File: src/rtl/diamond_pkg.sv
// rtl/diamond_pkg.sv - shared widths, ALU opcode enum and register-index helpers
package diamond_pkg;

    // Default datapath width of operands and results.
    localparam int XLEN = 32;

    // Architectural register index width (x0..x31).
    localparam int REG_AW = 5;

    // Width of the ALU operation code.
    localparam int ALU_OPW = 5;

    // ALU operation codes. Codes not listed here are still legal to carry
    // through the pipeline; the ALU decides what to do with them.
    typedef enum logic [ALU_OPW-1:0] {
        ALU_ADD      = 5'b00000,
        ALU_SUB      = 5'b00001,
        ALU_SLL      = 5'b00010,
        ALU_SLT      = 5'b00011,
        ALU_SLTU     = 5'b00100,
        ALU_XOR      = 5'b00101,
        ALU_SRL      = 5'b00110,
        ALU_SRA      = 5'b00111,
        ALU_OR       = 5'b01000,
        ALU_AND      = 5'b01001,
        ALU_LUI      = 5'b01010,
        ALU_AUIPC    = 5'b01011,
        ALU_BEQ      = 5'b01100,
        ALU_BNE      = 5'b01101,
        ALU_BLT      = 5'b01110,
        ALU_BGE      = 5'b01111,
        ALU_BLTU     = 5'b10000,
        ALU_BGEU     = 5'b10001,
        ALU_JAL_JALR = 5'b11111
    } alu_op_e;

    // True when a written register index names the same, non-zero register as
    // a read index. x0 is hardwired to zero and never takes part in bypassing
    // or hazard detection.
    function automatic logic reg_hit(input logic [REG_AW-1:0] wr_addr,
                                     input logic [REG_AW-1:0] rd_addr);
        return (wr_addr != '0) && (wr_addr == rd_addr);
    endfunction

endpackage

File: src/rtl/fwd_mux.sv
// rtl/fwd_mux.sv - per-operand bypass select between exm bus, wb bus and register file
module fwd_mux #(
    parameter int XLEN = diamond_pkg::XLEN
) (
    input  logic [diamond_pkg::REG_AW-1:0] rs_addr,
    input  logic [XLEN-1:0]                rf_data,
    input  logic [diamond_pkg::REG_AW-1:0] exm_rd_addr,
    input  logic                           exm_rd_we,
    input  logic [XLEN-1:0]                exm_rd_data,
    input  logic [diamond_pkg::REG_AW-1:0] wb_rd_addr,
    input  logic                           wb_rd_we,
    input  logic [XLEN-1:0]                wb_rd_data,
    output logic [XLEN-1:0]                fwd_data
);
    import diamond_pkg::*;

    logic exm_hit;
    logic wb_hit;

    // The stage right after EX holds the youngest result, so it wins over
    // writeback when both target the same register.
    always_comb begin
        exm_hit  = exm_rd_we && reg_hit(exm_rd_addr, rs_addr);
        wb_hit   = wb_rd_we && reg_hit(wb_rd_addr, rs_addr);
        fwd_data = rf_data;
        if (exm_hit) begin
            fwd_data = exm_rd_data;
        end else if (wb_hit) begin
            fwd_data = wb_rd_data;
        end
    end

endmodule

File: src/rtl/id_ex_stage.sv
// rtl/id_ex_stage.sv - ID/EX pipeline register with operand bypass and load-use stall
module id_ex_stage #(
    parameter int XLEN = diamond_pkg::XLEN
) (
    input  logic            clk_i,
    input  logic            rst_ni,

    // Decode side
    input  logic            id_valid_i,
    output logic            id_ready_o,
    input  logic [4:0]      id_rs1_addr_i,
    input  logic [4:0]      id_rs2_addr_i,
    input  logic [XLEN-1:0] id_rs1_data_i,
    input  logic [XLEN-1:0] id_rs2_data_i,
    input  logic [XLEN-1:0] id_imm_i,
    input  logic            id_use_imm_i,
    input  logic [4:0]      id_alu_op_i,
    input  logic [4:0]      id_rd_addr_i,
    input  logic            id_rd_we_i,
    input  logic            id_is_load_i,

    // Kill whatever sits in the EX register (taken branch/jump)
    input  logic            flush_i,

    // Result bus of the stage after EX
    input  logic [4:0]      exm_rd_addr_i,
    input  logic            exm_rd_we_i,
    input  logic [XLEN-1:0] exm_rd_data_i,

    // Writeback bus
    input  logic [4:0]      wb_rd_addr_i,
    input  logic            wb_rd_we_i,
    input  logic [XLEN-1:0] wb_rd_data_i,

    // ALU side
    output logic            ex_valid_o,
    input  logic            ex_ready_i,
    output logic [XLEN-1:0] ex_a_o,
    output logic [XLEN-1:0] ex_b_o,
    output logic [4:0]      ex_alu_op_o,
    output logic [4:0]      ex_rd_addr_o,
    output logic            ex_rd_we_o,
    output logic            ex_is_load_o,
    output logic            stall_o
);
    import diamond_pkg::*;

    logic            advance;
    logic            hazard;
    logic            capture;
    logic [XLEN-1:0] rs1_fwd;
    logic [XLEN-1:0] rs2_fwd;
    logic [XLEN-1:0] op_b_next;

    // Bypassed value of source operand 1.
    fwd_mux #(.XLEN(XLEN)) u_fwd_rs1 (
        .rs_addr     (id_rs1_addr_i),
        .rf_data     (id_rs1_data_i),
        .exm_rd_addr (exm_rd_addr_i),
        .exm_rd_we   (exm_rd_we_i),
        .exm_rd_data (exm_rd_data_i),
        .wb_rd_addr  (wb_rd_addr_i),
        .wb_rd_we    (wb_rd_we_i),
        .wb_rd_data  (wb_rd_data_i),
        .fwd_data    (rs1_fwd)
    );

    // Bypassed value of source operand 2.
    fwd_mux #(.XLEN(XLEN)) u_fwd_rs2 (
        .rs_addr     (id_rs2_addr_i),
        .rf_data     (id_rs2_data_i),
        .exm_rd_addr (exm_rd_addr_i),
        .exm_rd_we   (exm_rd_we_i),
        .exm_rd_data (exm_rd_data_i),
        .wb_rd_addr  (wb_rd_addr_i),
        .wb_rd_we    (wb_rd_we_i),
        .wb_rd_data  (wb_rd_data_i),
        .fwd_data    (rs2_fwd)
    );

    // Handshake and load-use detection. A load in EX has no result on any
    // bypass bus yet, so a dependent instruction must wait one slot; rs2 only
    // counts when it is actually used as operand B.
    always_comb begin
        advance    = !ex_valid_o || ex_ready_i;
        hazard     = ex_valid_o && ex_is_load_o && ex_rd_we_o &&
                     (reg_hit(ex_rd_addr_o, id_rs1_addr_i) ||
                      (!id_use_imm_i && reg_hit(ex_rd_addr_o, id_rs2_addr_i)));
        id_ready_o = advance && !hazard && !flush_i;
        stall_o    = id_valid_i && hazard;
        capture    = id_valid_i && id_ready_o;
        op_b_next  = id_use_imm_i ? id_imm_i : rs2_fwd;
    end

    // Control bits: flush kills the slot even while the ALU is stalled,
    // otherwise take a new instruction, insert a bubble, or hold.
    always_ff @(posedge clk_i or negedge rst_ni) begin
        if (!rst_ni) begin
            ex_valid_o   <= 1'b0;
            ex_rd_we_o   <= 1'b0;
            ex_is_load_o <= 1'b0;
        end else if (flush_i) begin
            ex_valid_o   <= 1'b0;
            ex_rd_we_o   <= 1'b0;
            ex_is_load_o <= 1'b0;
        end else if (capture) begin
            ex_valid_o   <= 1'b1;
            ex_rd_we_o   <= id_rd_we_i;
            ex_is_load_o <= id_is_load_i;
        end else if (advance) begin
            ex_valid_o   <= 1'b0;
            ex_rd_we_o   <= 1'b0;
        end
    end

    // Payload: operands and opcode only change on a capture, so the bypass
    // buses are sampled exactly once per instruction.
    always_ff @(posedge clk_i or negedge rst_ni) begin
        if (!rst_ni) begin
            ex_a_o       <= '0;
            ex_b_o       <= '0;
            ex_alu_op_o  <= ALU_ADD;
            ex_rd_addr_o <= '0;
        end else if (capture) begin
            ex_a_o       <= rs1_fwd;
            ex_b_o       <= op_b_next;
            ex_alu_op_o  <= id_alu_op_i;
            ex_rd_addr_o <= id_rd_addr_i;
        end
    end

endmodule

File: config.mk
export PLATFORM = sky130hd
export DESIGN_NAME = id_ex_stage
export DESIGN_NICKNAME = d
export VERILOG_FILES = /design/src/rtl/diamond_pkg.sv /design/src/rtl/fwd_mux.sv /design/src/rtl/id_ex_stage.sv
export SDC_FILE = /design/constraint.sdc
export NUM_CORES = 1
export LEC_CHECK = 0
export ABC_CLOCK_PERIOD_IN_PS = 1820
export BUFFER_PORTS_ARGS = -buffer_cell sky130_fd_sc_hd__buf_4
export CAP_MARGIN = 20
export CORE_ASPECT_RATIO = 0.9
export CORE_MARGIN = 2
export CORE_UTILIZATION = 35
export DETAILED_ROUTE_END_ITERATION = 7
export GPL_TIMING_DRIVEN = 0
export PLACE_DENSITY = 0.61
export SYNTH_ARGS = -nofsm -noshare
export SYNTH_HDL_FRONTEND = slang
export SYNTH_SLANG_ARGS = --single-unit
File: constraint.sdc
create_clock -name clk_i -period 1.82 [get_ports clk_i]
set_input_delay 0.364 -clock clk_i [delete_from_list [all_inputs] [get_ports clk_i]]
set_output_delay 0.364 -clock clk_i [all_outputs]
set_load 0.05 [all_outputs]
==> results of run 1 <==
metrics by stage:
stage          util [%]  power, W  cell area (um^2)  hold WS (ns)  TNS [ns]
5_1_grt            56.2   0.00831              9400         0.219    -28.36
3_5_place_dp       50.2   0.00554              8390         0.493    -62.20
4_1_cts            55.6   0.00798              9300         0.207    -26.79
2_1_floorplan         -   0.00427              6040        0.0684    -11.09
6_report           56.2   0.00799              9400         0.217    -21.57
3_3_place_gp       50.2   0.00553              8390         0.490    -60.33
power groups by stage:
stage	registers [W]	clock network, W	logic (W)
global placement	0.00225	0	0.00327
CTS	0.00222	0.00224	0.00352
detailed placement	0.00225	0	0.00329
finish	0.00222	0.00221	0.00356
global route	0.00226	0.00231	0.00374
floorplan	0.00332	0	0.000955
final cells by class:
class                      count  area [um^2]
tap                          211          264
inverter                      97          364
multi-input combinational    425         3480
buffer                        72          490
clock inverter                 4         95.1
fill                        1560         7320
timing repair buffer         309         2510
antenna                        1         2.50
clock buffer                  12          256
sequential                    77         1930
registers in the layout, summed over array words and instances (netlist names):
name / count
ex_a_o: 32
ex_is_load_o: 1
ex_rd_addr_o: 5
ex_b_o: 32
ex_valid_o: 1
ex_rd_we_o: 1
ex_alu_op_o: 5
final timing paths:
path / slack, ns / cells after the start / to
max: -0.48 / 7 / stall_o
min: 0.22 / 2 / ex_valid_o
max reg2reg: -0.38 / 10 / ex_a_o[24]
min reg2reg: 0.51 / 1 / ex_alu_op_o[4]
max in group asynchronous: 0.69 / 3 / ex_rd_addr_o[4]
min in group asynchronous: 0.50 / 2 / ex_a_o[26]
per-layer routing:
layer | share of wire, % | up-vias
li1 | - | 3139
met1 | 45 | 3212
met2 | 46 | 297
met3 | 7.8 | 32
met4 | 1.7 | 0
met5 | 0 | -
worst reg2reg max path, delay by kind of cell (launching register included):
kind	cells	cell delay (ns)
buf+inv	5	0.79
simple gates	1	0.13
flops	1	0.44
compound gates	2	0.27
mux	1	0.28
xor+xnor	1	0.19
cell usage after synthesis (2+ instances only):
| cell | number | area, um^2 |
|---|---|---|
| inv_1 | 97 | 364 |
| dfrtp_1 | 77 | 1930 |
| a31oi_1 | 64 | 400 |
| clkbuf_1 | 60 | 225 |
| and4_1 | 35 | 307 |
| a21oi_1 | 34 | 170 |
| nand3_1 | 34 | 170 |
| and3_1 | 33 | 206 |
| a21boi_0 | 32 | 240 |
| a32oi_1 | 32 | 280 |
| o31a_1 | 32 | 280 |
| o31ai_1 | 32 | 240 |
| mux2_4 | 28 | 420 |
| xnor2_1 | 20 | 175 |
| mux2_2 | 15 | 169 |
| buf_2 | 12 | 60.1 |
| xor2_1 | 10 | 87.6 |
| buf_6 | 3 | 33.8 |
| nor2_1 | 3 | 11.3 |
| a211oi_1 | 2 | 15.0 |
| and2_1 | 2 | 12.5 |
| nand2_1 | 2 | 7.51 |
timing repair:
| item | CTS | global route |
|---|---|---|
| cloned | 7 | 0 |
| pin swaps | 6 | 4 |
| resized for setup | 53 | 14 |
| endpoints found under the setup margin | 79 | 79 |
| buffers inserted | 19 | 4 |
| hold buffers | 0 | 1 |
| endpoints found under the hold margin | 0 | 26 |
kinds of logic after synthesis:
family                    Yosys count
muxes                              43
AOI/OAI and AO/OA                 234
buffers and inverters             172
and+or+nand+nor                   118
DFF                                77
xor gates and xnor gates           30
==> qor.txt, run 1 <==
status - finished, violations left
failing checks - negative setup slack
Syn Inst Count - 674
Max-cap violations - 0
RSZ-0062 raised after global routing - yes
synthesis-to-finish area growth - 58.7%
post-synthesis net count - 874
Post-Synth Simple-Gate Area - 13.2%
row count - 45
CTS max path bufs - 2
actual slew at the worst max-slew pin - 0.657 ns
Most used DFF post-synth - dfrtp_1
vias in the first global route - 6813
pre-CTS WS - -0.999 ns
CTS tree - yes
global route hottest layer - met2
critical path's slowest cell - dfrtp_2
total CTS buffers - 9
worst-path cell chain - buf_6 > xnor2_1 > nand3_2 > o32ai_4 > buf_4 > and3_4 > buf_8
flops & latches, synth - 77
pin count of the biggest net entering global routing - 78
DRT iter0 DRCs - 447
GR Util met1 - 39.4%
Net Sw Power - 0.00315 W
Power Internal - 0.00484 W
nets - 1191
Avg WL per Cell - 21.5 um
first-pass GRT wire length - 39.3 mm
critical path class - register to output pin
core area - 16700 um^2
CP Buf/Inv Count - 3
Worst path top cell family by delay - buffers and inverters
met3 Track Usage GR - 5.66%
Post-synth EDFFs - 0
yosys warns - 0
leakage - 4.63 nW
crit start category - register
sequential share of the synthesized area - 32.5%
commonest non-fill, non-tap cell in the layout - buf_4
main combinational cell family by area after synthesis - compound AO/OA/AOI/OAI gates
Slowest Stage Delay on Critical Path - 0.44 ns
worst setup margin - -0.475 ns
GRT met2 Usage - 46.0%
most frequent cells in the layout - 289 x buf_4, 97 x inv_1, 71 x dfrtp_1
Worst-Skew Late Latency - 0.35 ns
hold crit path type - input port to register
WP data arrival - 1.93 ns
Finished Layout Cells - 1208
XOR/XNOR Fraction of Synth Area - 4.43%
minimum clock period - 2.30 ns
slew margin rel. - 56.2%
post-route ant nets - 0
clock root buffer - clkbuf_16
Detailed Route WL - 26.0 mm
detailed placement HPWL - 18.7 mm
worst endpoint required time - 1.46 ns
post-synthesis mux area share - 9.95%
asr flop ratio synth - 100%
PD cells - 850 nW/um^2
sequential group share of total power - 27.8%
Overflow after GRT - 0
Syn Area/Cell - 8.79 um^2
Layout Skew - 0.00823 ns
Setup-failing EPs final - 79
Distinct cells, synth - 37
Cell Count Post-Placement - 1163
worst hold path startpoint - flush_i
Synth Area in Adders - 0%
I/O pin total - 279
Post-route DRC - 0
fmax - 0.436 GHz
CP Max Fanout - 3
fin crit share - 126%
Final Hold Fails - 0
crit path capture type - output pin
Switching Share - 39.4%
# port buffers - 278
Worst R2R Start - ex_rd_addr_o[1]
chip width - 141 um
share of cells above drive strength 1 - 42.5%
DR vias - 6680
Starting Density - 35.4%
Slew Limit Fails - 0
Post-Syn Area - 5930 um^2
Logic pwr share - 44.6%
Critical Path Source - ex_rd_addr_o[1]
Compound-Gate Fraction of Synth Area - 28.4%
drt pass-1 iters - 5
Reg clk slew, reported paths - 0.07 ns
CTS sink cnt - 77
GRT Util Overall - 28.5%
H-tree Lvls - 3
initial antenna violation count - 1
placer congestion estimate - 0.909
Die Height - 127 um
peak supply drop - 0.539 mV
clock network fraction of design power - 27.6%
Die ar. - 18000 um^2
vias per cell - 5.53
Power figures use the tool's default switching activity.
==> inputs of run 2 (changes only) <==
--- a/config.mk
+++ b/config.mk
@@ -5,6 +5,7 @@
 export SDC_FILE = /design/constraint.sdc
 export NUM_CORES = 1
 export LEC_CHECK = 0
+export ABC_AREA = 1
 export ABC_CLOCK_PERIOD_IN_PS = 1820
 export BUFFER_PORTS_ARGS = -buffer_cell sky130_fd_sc_hd__buf_4
 export CAP_MARGIN = 20
==> run 2 against run 1 <==
The flow still finishes with violations (negative setup slack); worst setup slack better by 0.35 ns; cell area down 6.8%; combinational power down 17%; critical path type unchanged; largest power group unchanged.
==> qor.txt, run 2 <==
dominant cell by count in the synthesized netlist - nand2_1
clock network fraction of design power - 28.6% (+1.0 points)
sequential group share of total power - 30.4% (+2.6 points)
PD cells - 816 nW/um^2 (-3.9%)
nets - 1533 (+29%)
top cell type's share of synthesized area - 32.3% (-0.21 points)
slew margin rel. - 62.8% (+6.6 points)
actual slew at the worst max-slew pin - 0.558 ns (-0.0984 ns)
WP data arrival - 1.58 ns (-0.35 ns)
asr flop ratio synth - 100% (unchanged)
fmax - 0.515 GHz (+18%)
Slew Limit Fails - 0 (unchanged)
CTS max path bufs - 2 (unchanged)
Worst-Skew Late Latency - 0.35 ns (about the same)
Tot Pwr - 0.00716 W (-10%)
core area - 16800 um^2 (+0.34%)
Finished Layout Cells - 1549 (+28%)
Crit Reg-Reg Endpoint - ex_alu_op_o[1]
CTS sink cnt - 77 (unchanged)
Post-synth top cells - 470 x nand2_1, 169 x nand3_1, 150 x inv_1
Switching Share - 40.3% (+0.95 points)
detailed placement HPWL - 18.8 mm (+0.36%)
failing checks - negative setup slack
GRT Util Overall - 27.0% (-1.5 points)
yosys warns - 0 (unchanged)
most frequent cells in the layout - 468 x nand2_1, 280 x buf_4, 169 x nand3_1
Starting Density - 35.5% (+0.11 points)
worst endpoint required time - 1.46 ns (about the same)
drt pass-1 iters - 7 (+2)
crit start category - register
pre-CTS WS - -0.328 ns (+0.671 ns)
Logic pwr share - 41.1% (-3.5 points)
initial antenna violation count - 0 (-1)
Layout Skew - 0.00721 ns (-0.00103 ns)
CP Max Fanout - 5 (+2)
global route hottest layer - met2
synthesis-to-finish area growth - 47.0%
FF-to-FF setup slack - -0.01 ns (+0.37 ns)
share of cells above drive strength 1 - 28.2% (-14 points)
ant diodes - 0 (-1)
hold crit path type - input port to register
first-pass GRT wire length - 37.7 mm (-4.1%)
Detailed Route WL - 24.2 mm (-7.0%)
minimum clock period - 1.94 ns (-0.353 ns)
vias per cell - 4.70 (-15%)
Distinct cells, synth - 23 (-38%)
GRT met2 Usage - 44.5% (-1.5 points)
leading area contributor after synthesis - dfrtp_1
sequential share of the synthesized area - 32.3% (-0.21 points)
GR Util met1 - 35.8% (-3.5 points)
crit path capture type - output pin
Cell Count Post-Placement - 1530 (+32%)
flops & latches, synth - 77 (unchanged)
commonest non-fill, non-tap cell in the layout - nand2_1
H-tree Lvls - 3 (unchanged)
placer congestion estimate - 0.908 (about the same)
post-synthesis net count - 1241 (+42%)
fin crit share - 107% (-19 points)
pin count of the biggest net entering global routing - 78 (unchanged)
status - finished, violations left
Worst R2R Start - ex_rd_addr_o[3]
Net Sw Power - 0.00289 W (-8.3%)
post-route ant nets - 0 (unchanged)
vias in the first global route - 7086 (+4.0%)
met3 Track Usage GR - 6.16% (+0.50 points)
Die Height - 128 um (+0.32%)
I/O pin total - 279 (unchanged)
Reg clk slew, reported paths - 0.06 ns (about the same)
leakage - 5.41 nW (+17%)
row count - 45 (unchanged)
Post-Syn Area - 5960 um^2 (+0.65%)
Max-cap violations - 0 (unchanged)
Syn Inst Count - 1041 (+54%)
Final Hold Fails - 0 (unchanged)
total CTS buffers - 9 (unchanged)
biggest regs - ex_a_o: 32 flops, ex_b_o: 32 flops
Overflow after GRT - 0 (unchanged)
Most used DFF post-synth - dfrtp_1
Critical Path Source - ex_rd_addr_o[0]
Worst Setup EP - id_ready_o
chip width - 142 um (+0.32%)
worst setup margin - -0.122 ns (+0.353 ns)
Post-synth EDFFs - 0 (unchanged)
critical path class - register to output pin
DR vias - 7274 (+8.9%)
Syn Area/Cell - 5.73 um^2 (-35%)
Power Internal - 0.00427 W (-12%)
Die ar. - 18100 um^2 (+0.64%)
DRT iter0 DRCs - 407 (-8.9%)
RSZ-0062 raised after global routing - yes
Avg WL per Cell - 15.6 um (-27%)
Synth area leaders - dfrtp_1 32%, nand2_1 30%, nand3_1 14%, inv_1 9.4%, nor2_1 4.8%
clock root buffer - clkbuf_16
Util after Layout - 52.3% (-4.0 points)
peak supply drop - 0.491 mV (-8.9%)
worst reg-to-reg path cell count - 14 (+4)
# port buffers - 278 (unchanged)
total negative slack - -0.247 ns (+21.32 ns)
Setup-failing EPs final - 8 (-90%)
CTS tree - yes
Post-route DRC - 0 (unchanged)
## run 2: cell types whose count changed after synthesis, moves of 31 or more
cell      change
inv_1        +53
clkbuf_1     -54
o31ai_1      -32
a21oi_1      -31
nor2_1       +73
nand3_1     +135
a31oi_1      -64
and4_1       -35
and3_1       -33
nand2_1     +468
a32oi_1      -32
a21boi_0     -32
o31a_1       -32
## run 2: power groups by stage
stage                     Clock, W  Combinational, W  Sequential [W]
after floorplan                  0          0.000780         0.00316
after global placement           0           0.00291         0.00220
after detailed placement         0           0.00293         0.00219
after CTS                  0.00208           0.00293         0.00217
after global routing       0.00214           0.00317         0.00221
final                      0.00204           0.00294         0.00217
## run 2: how the worst min path moves through the flow
| stage | slack, ns | to | cells past startpoint | startpoint |
|---|---|---|---|---|
| 6_report | 0.21 | ex_alu_op_o[2] | 3 | id_alu_op_i[2] |
| 4_1_cts | 0.20 | ex_alu_op_o[2] | 3 | id_alu_op_i[2] |
| 3_5_place_dp | 0.47 | ex_a_o[4] | 2 | ex_a_o[4] |
| 3_3_place_gp | 0.47 | ex_a_o[23] | 2 | ex_a_o[23] |
| 5_1_grt | 0.22 | ex_alu_op_o[2] | 3 | id_alu_op_i[2] |
| 2_1_floorplan | 0.07 | ex_a_o[0] | 0 | rst_ni |
## run 2: what timing repair did
| action | in CTS | in global routing |
|---|---|---|
| resized for setup | 7 | 24 |
| endpoints found under the hold margin | 0 | 23 |
| endpoints found under the setup margin | 13 | 77 |
| hold buffers | 0 | 1 |
| pin swaps | 1 | 3 |
| cloned | 0 | 0 |
| setup buffers | 0 | 1 |
## run 2: logic make-up after synthesis
group | count (synthesis) | share of synthesized area [%]
buffers and inverters | 217 | 15.6
AO/OA/AOI/OAI | 14 | 1.30
XOR/XNOR | 4 | 0.587
AND/OR/NAND/NOR | 729 | 50.2
flip-flops | 77 | 32.3
## run 2: cell type report
cell class	instances	area, um^2
fillers	1811	8010
plain buffers	56	362
well taps	211	264
flip-flops and latches	77	1930
repair buffers	281	2140
inverters	161	611
clock inverters	3	67.6
multi-input cells	747	3130
clock buffers	13	260
## run 2: routing by layer
layer | part of all wire, % | vias up
met2 | 46 | 277
met5 | 0 | -
met1 | 44 | 3255
li1 | - | 3712
met3 | 7.9 | 30
met4 | 2.1 | 0
## run 2: stage by stage
step	hold WS, ns	cell area, um^2
after floorplan	0.0684	5980
after global placement	0.465	8330
after detailed placement	0.466	8330
after CTS	0.202	8670
after global routing	0.218	8770
final	0.213	8770
## run 2: worst max-delay path, cell delays in order, from the launching register on
cell        delay, ns
dfrtp_2          0.41
inv_2            0.06
nand2_1          0.05
nand2_1          0.05
nor2_1           0.10
nand3_1          0.07
nand2_1          0.09
nand2_2          0.09
nand2_2          0.09
clkinvlp_4       0.08
buf_6            0.15
==> inputs of run 3 (changes only) <==
==> constraint.sdc (replaced) <==
create_clock -name clk_i -period 1.82 [get_ports clk_i]
set_input_delay 0.091 -clock clk_i [delete_from_list [all_inputs] [get_ports clk_i]]
set_output_delay 0.091 -clock clk_i [all_outputs]
set_load 0.05 [all_outputs]
==> run 3 against run 2 <==
The flow now finishes without violations; first-iteration DRC count increased by 28%; cell area increased by 1.2%; clock skew decreased by 0.0012 ns; combinational power about the same; global-route usage increased by 0.45 points; worst hold slack got worse by 0.19 ns; via count increased by 1.5%; cell count increased by 0.84%; sequential share of layout area decreased by 0.28 points; clock power about the same; largest power group unchanged; sequential cell count unchanged; critical path depth unchanged.
==> qor.txt, run 3 (same netlist as run 2, synthesis figures left out) <==
worst setup margin - 0.0925 ns (+0.214 ns)
synthesis-to-finish area growth - 48.7%
Max-cap violations - 0 (unchanged)
core area - 16800 um^2 (unchanged)
Util after Layout - 52.9% (+0.60 points)
Setup-failing EPs final - 0 (-8)
CTS sink cnt - 77 (unchanged)
Slew Limit Fails - 0 (unchanged)
PD cells - 812 nW/um^2 (-0.50%)
pre-CTS WS - -0.0985 ns (+0.230 ns)
actual slew at the worst max-slew pin - 0.569 ns (+0.0107 ns)
nets - 1546 (+0.85%)
pin count of the biggest net entering global routing - 78 (unchanged)
Worst path top cell family by delay - simple AND/OR/NAND/NOR gates
Worst-Skew Late Latency - 0.35 ns (about the same)
WP data arrival - 1.64 ns (+0.06 ns)
H-tree Lvls - 3 (unchanged)
crit-path most repeated cell - nand2_1
placer congestion estimate - 0.909 (about the same)
row count - 45 (unchanged)
CP Max Fanout - 5 (unchanged)
most frequent cells in the layout - 468 x nand2_1, 278 x buf_4, 169 x nand3_1
CP Buf/Inv Count - 3 (unchanged)
Overflow after GRT - 0 (unchanged)
Layout Skew - 0.00596 ns (-0.00125 ns)
GRT Util Overall - 27.5% (+0.45 points)
initial antenna violation count - 0 (unchanged)
Die ar. - 18100 um^2 (unchanged)
vias per cell - 4.73 (+0.68%)
status - finished clean
Detailed Route WL - 24.9 mm (+3.1%)
chip width - 142 um (unchanged)
clock root buffer - clkbuf_16
Final Hold Fails - 0 (unchanged)
total CTS buffers - 9 (unchanged)
DRT iter0 DRCs - 522 (+28%)
area of the multi-input gates - 3130 um^2 (about the same)
Avg WL per Cell - 16.0 um (+2.2%)
Tot Pwr - 0.00721 W (+0.65%)
CTS tree - yes
leakage - 5.46 nW (+0.93%)
minimum clock period - 1.73 ns (-0.214 ns)
fin crit share - 94.9% (-12 points)
share of cells above drive strength 1 - 27.7% (-0.49 points)
crit path capture type - output pin
DR vias - 7385 (+1.5%)
critical path's slowest cell - dfrtp_2
Finished Layout Cells - 1562 (+0.84%)
# port buffers - 278 (unchanged)
RSZ-0062 raised after global routing - yes
hold crit path type - input port to register
Starting Density - 35.5% (unchanged)
ant diodes - 0 (unchanged)
Post-route DRC - 0 (unchanged)
worst-path cell chain - inv_1 > nand2_1 > nand2_1 > nor2_1 > nand3_1 > nand2_1 > nand2_2 > nand2_1 > inv_1 > buf_6
register area - 1930 um^2 (-0.13%)
slew margin rel. - 62.1% (-0.71 points)
Slowest Stage Delay on Critical Path - 0.44 ns (+0.03 ns)
Die Height - 128 um (unchanged)
worst endpoint required time - 1.73 ns (+0.27 ns)
fmax - 0.579 GHz (+12%)
post-route ant nets - 0 (unchanged)
detailed placement HPWL - 19.6 mm (+4.2%)
I/O pin total - 279 (unchanged)
commonest non-fill, non-tap cell in the layout - nand2_1
Cell Count Post-Placement - 1530 (unchanged)
peak supply drop - 0.537 mV (+9.5%)
vias in the first global route - 7031 (-0.78%)
biggest regs - ex_a_o: 32 flops, ex_b_o: 32 flops
drt pass-1 iters - 6 (-1)
CTS max path bufs - 2 (unchanged)
crit start category - register
final-layout fill cell count - 1808 (-0.17%)
critical path class - register to output pin
first-pass GRT wire length - 38.3 mm (+1.7%)
Reg clk slew, reported paths - 0.07 ns (about the same)
## run 3: per-stage QoR
step,cell area [um^2],TNS [ns],hold slack (ns)
after floorplan,5970,-0.0756,-0.205
after global placement,8320,-2.56,0.285
after detailed placement,8320,-3.24,0.290
after CTS,8810,0,0.0190
after global routing,8870,-0.0897,0.0382
final,8870,0,0.0234
## run 3: layer usage
| layer | vias to the layer above | global-route usage, % | share of wire (%) |
|---|---|---|---|
| met4 | 0 | 8.06 | 2.0 |
| met2 | 291 | 45.9 | 47 |
| met1 | 3323 | 36.2 | 44 |
| met3 | 25 | 5.45 | 7.6 |
| met5 | - | 0 | 0 |
| li1 | 3746 | - | - |
## run 3: path summary, 6_finish.rpt
kind	endpoint	start	cells after the start	slack, ns
setup / recovery	id_ready_o	ex_rd_addr_o[2]	10	0.09
hold / removal	ex_is_load_o	flush_i	4	0.02
setup reg to reg	ex_b_o[22]	ex_rd_addr_o[0]	11	0.10
hold reg to reg	ex_b_o[14]	ex_b_o[14]	2	0.48
max in group asynchronous	ex_b_o[11]	rst_ni	3	0.93
min in group asynchronous	ex_rd_addr_o[1]	rst_ni	2	0.25
## run 3: power by group
group	internal, W	switching, W	leakage [nW]
logic	0.00102	0.00195	4.36
registers	0.00199	0.000182	0.948
clock network	0.00124	0.000813	0.152
total	0.00426	0.00295	5.46
## run 3: final cells by class
| class | count | share of cell area (%) |
|---|---|---|
| Clock inverter | 5 | 0.945 |
| Multi-Input combinational cell | 747 | 35.3 |
| Sequential cell | 77 | 21.8 |
| Tap cell | 211 | 2.98 |
| Timing Repair Buffer | 294 | 25.5 |
| Buffer | 56 | 3.96 |
| Clock buffer | 11 | 2.74 |
| Inverter | 161 | 6.84 |
## run 3: what timing repair did
action	CTS	global route
resized for setup	9	12
pin swaps	2	3
setup endpoints to repair	75	76
hold buffers	13	0
buffers inserted	1	1
hold endpoints to repair	89	0
## run 3: worst reg2reg max path, cell delays in order, from the launching register on
cell     delay, ns
dfrtp_2       0.44
nand2_1       0.08
nand2_1       0.05
nor2_2        0.15
nand3_1       0.09
nand2_1       0.10
nand2_2       0.09
nand3_4       0.13
buf_2         0.26
nor2_1        0.07
nand2_1       0.09
nand2_1       0.05
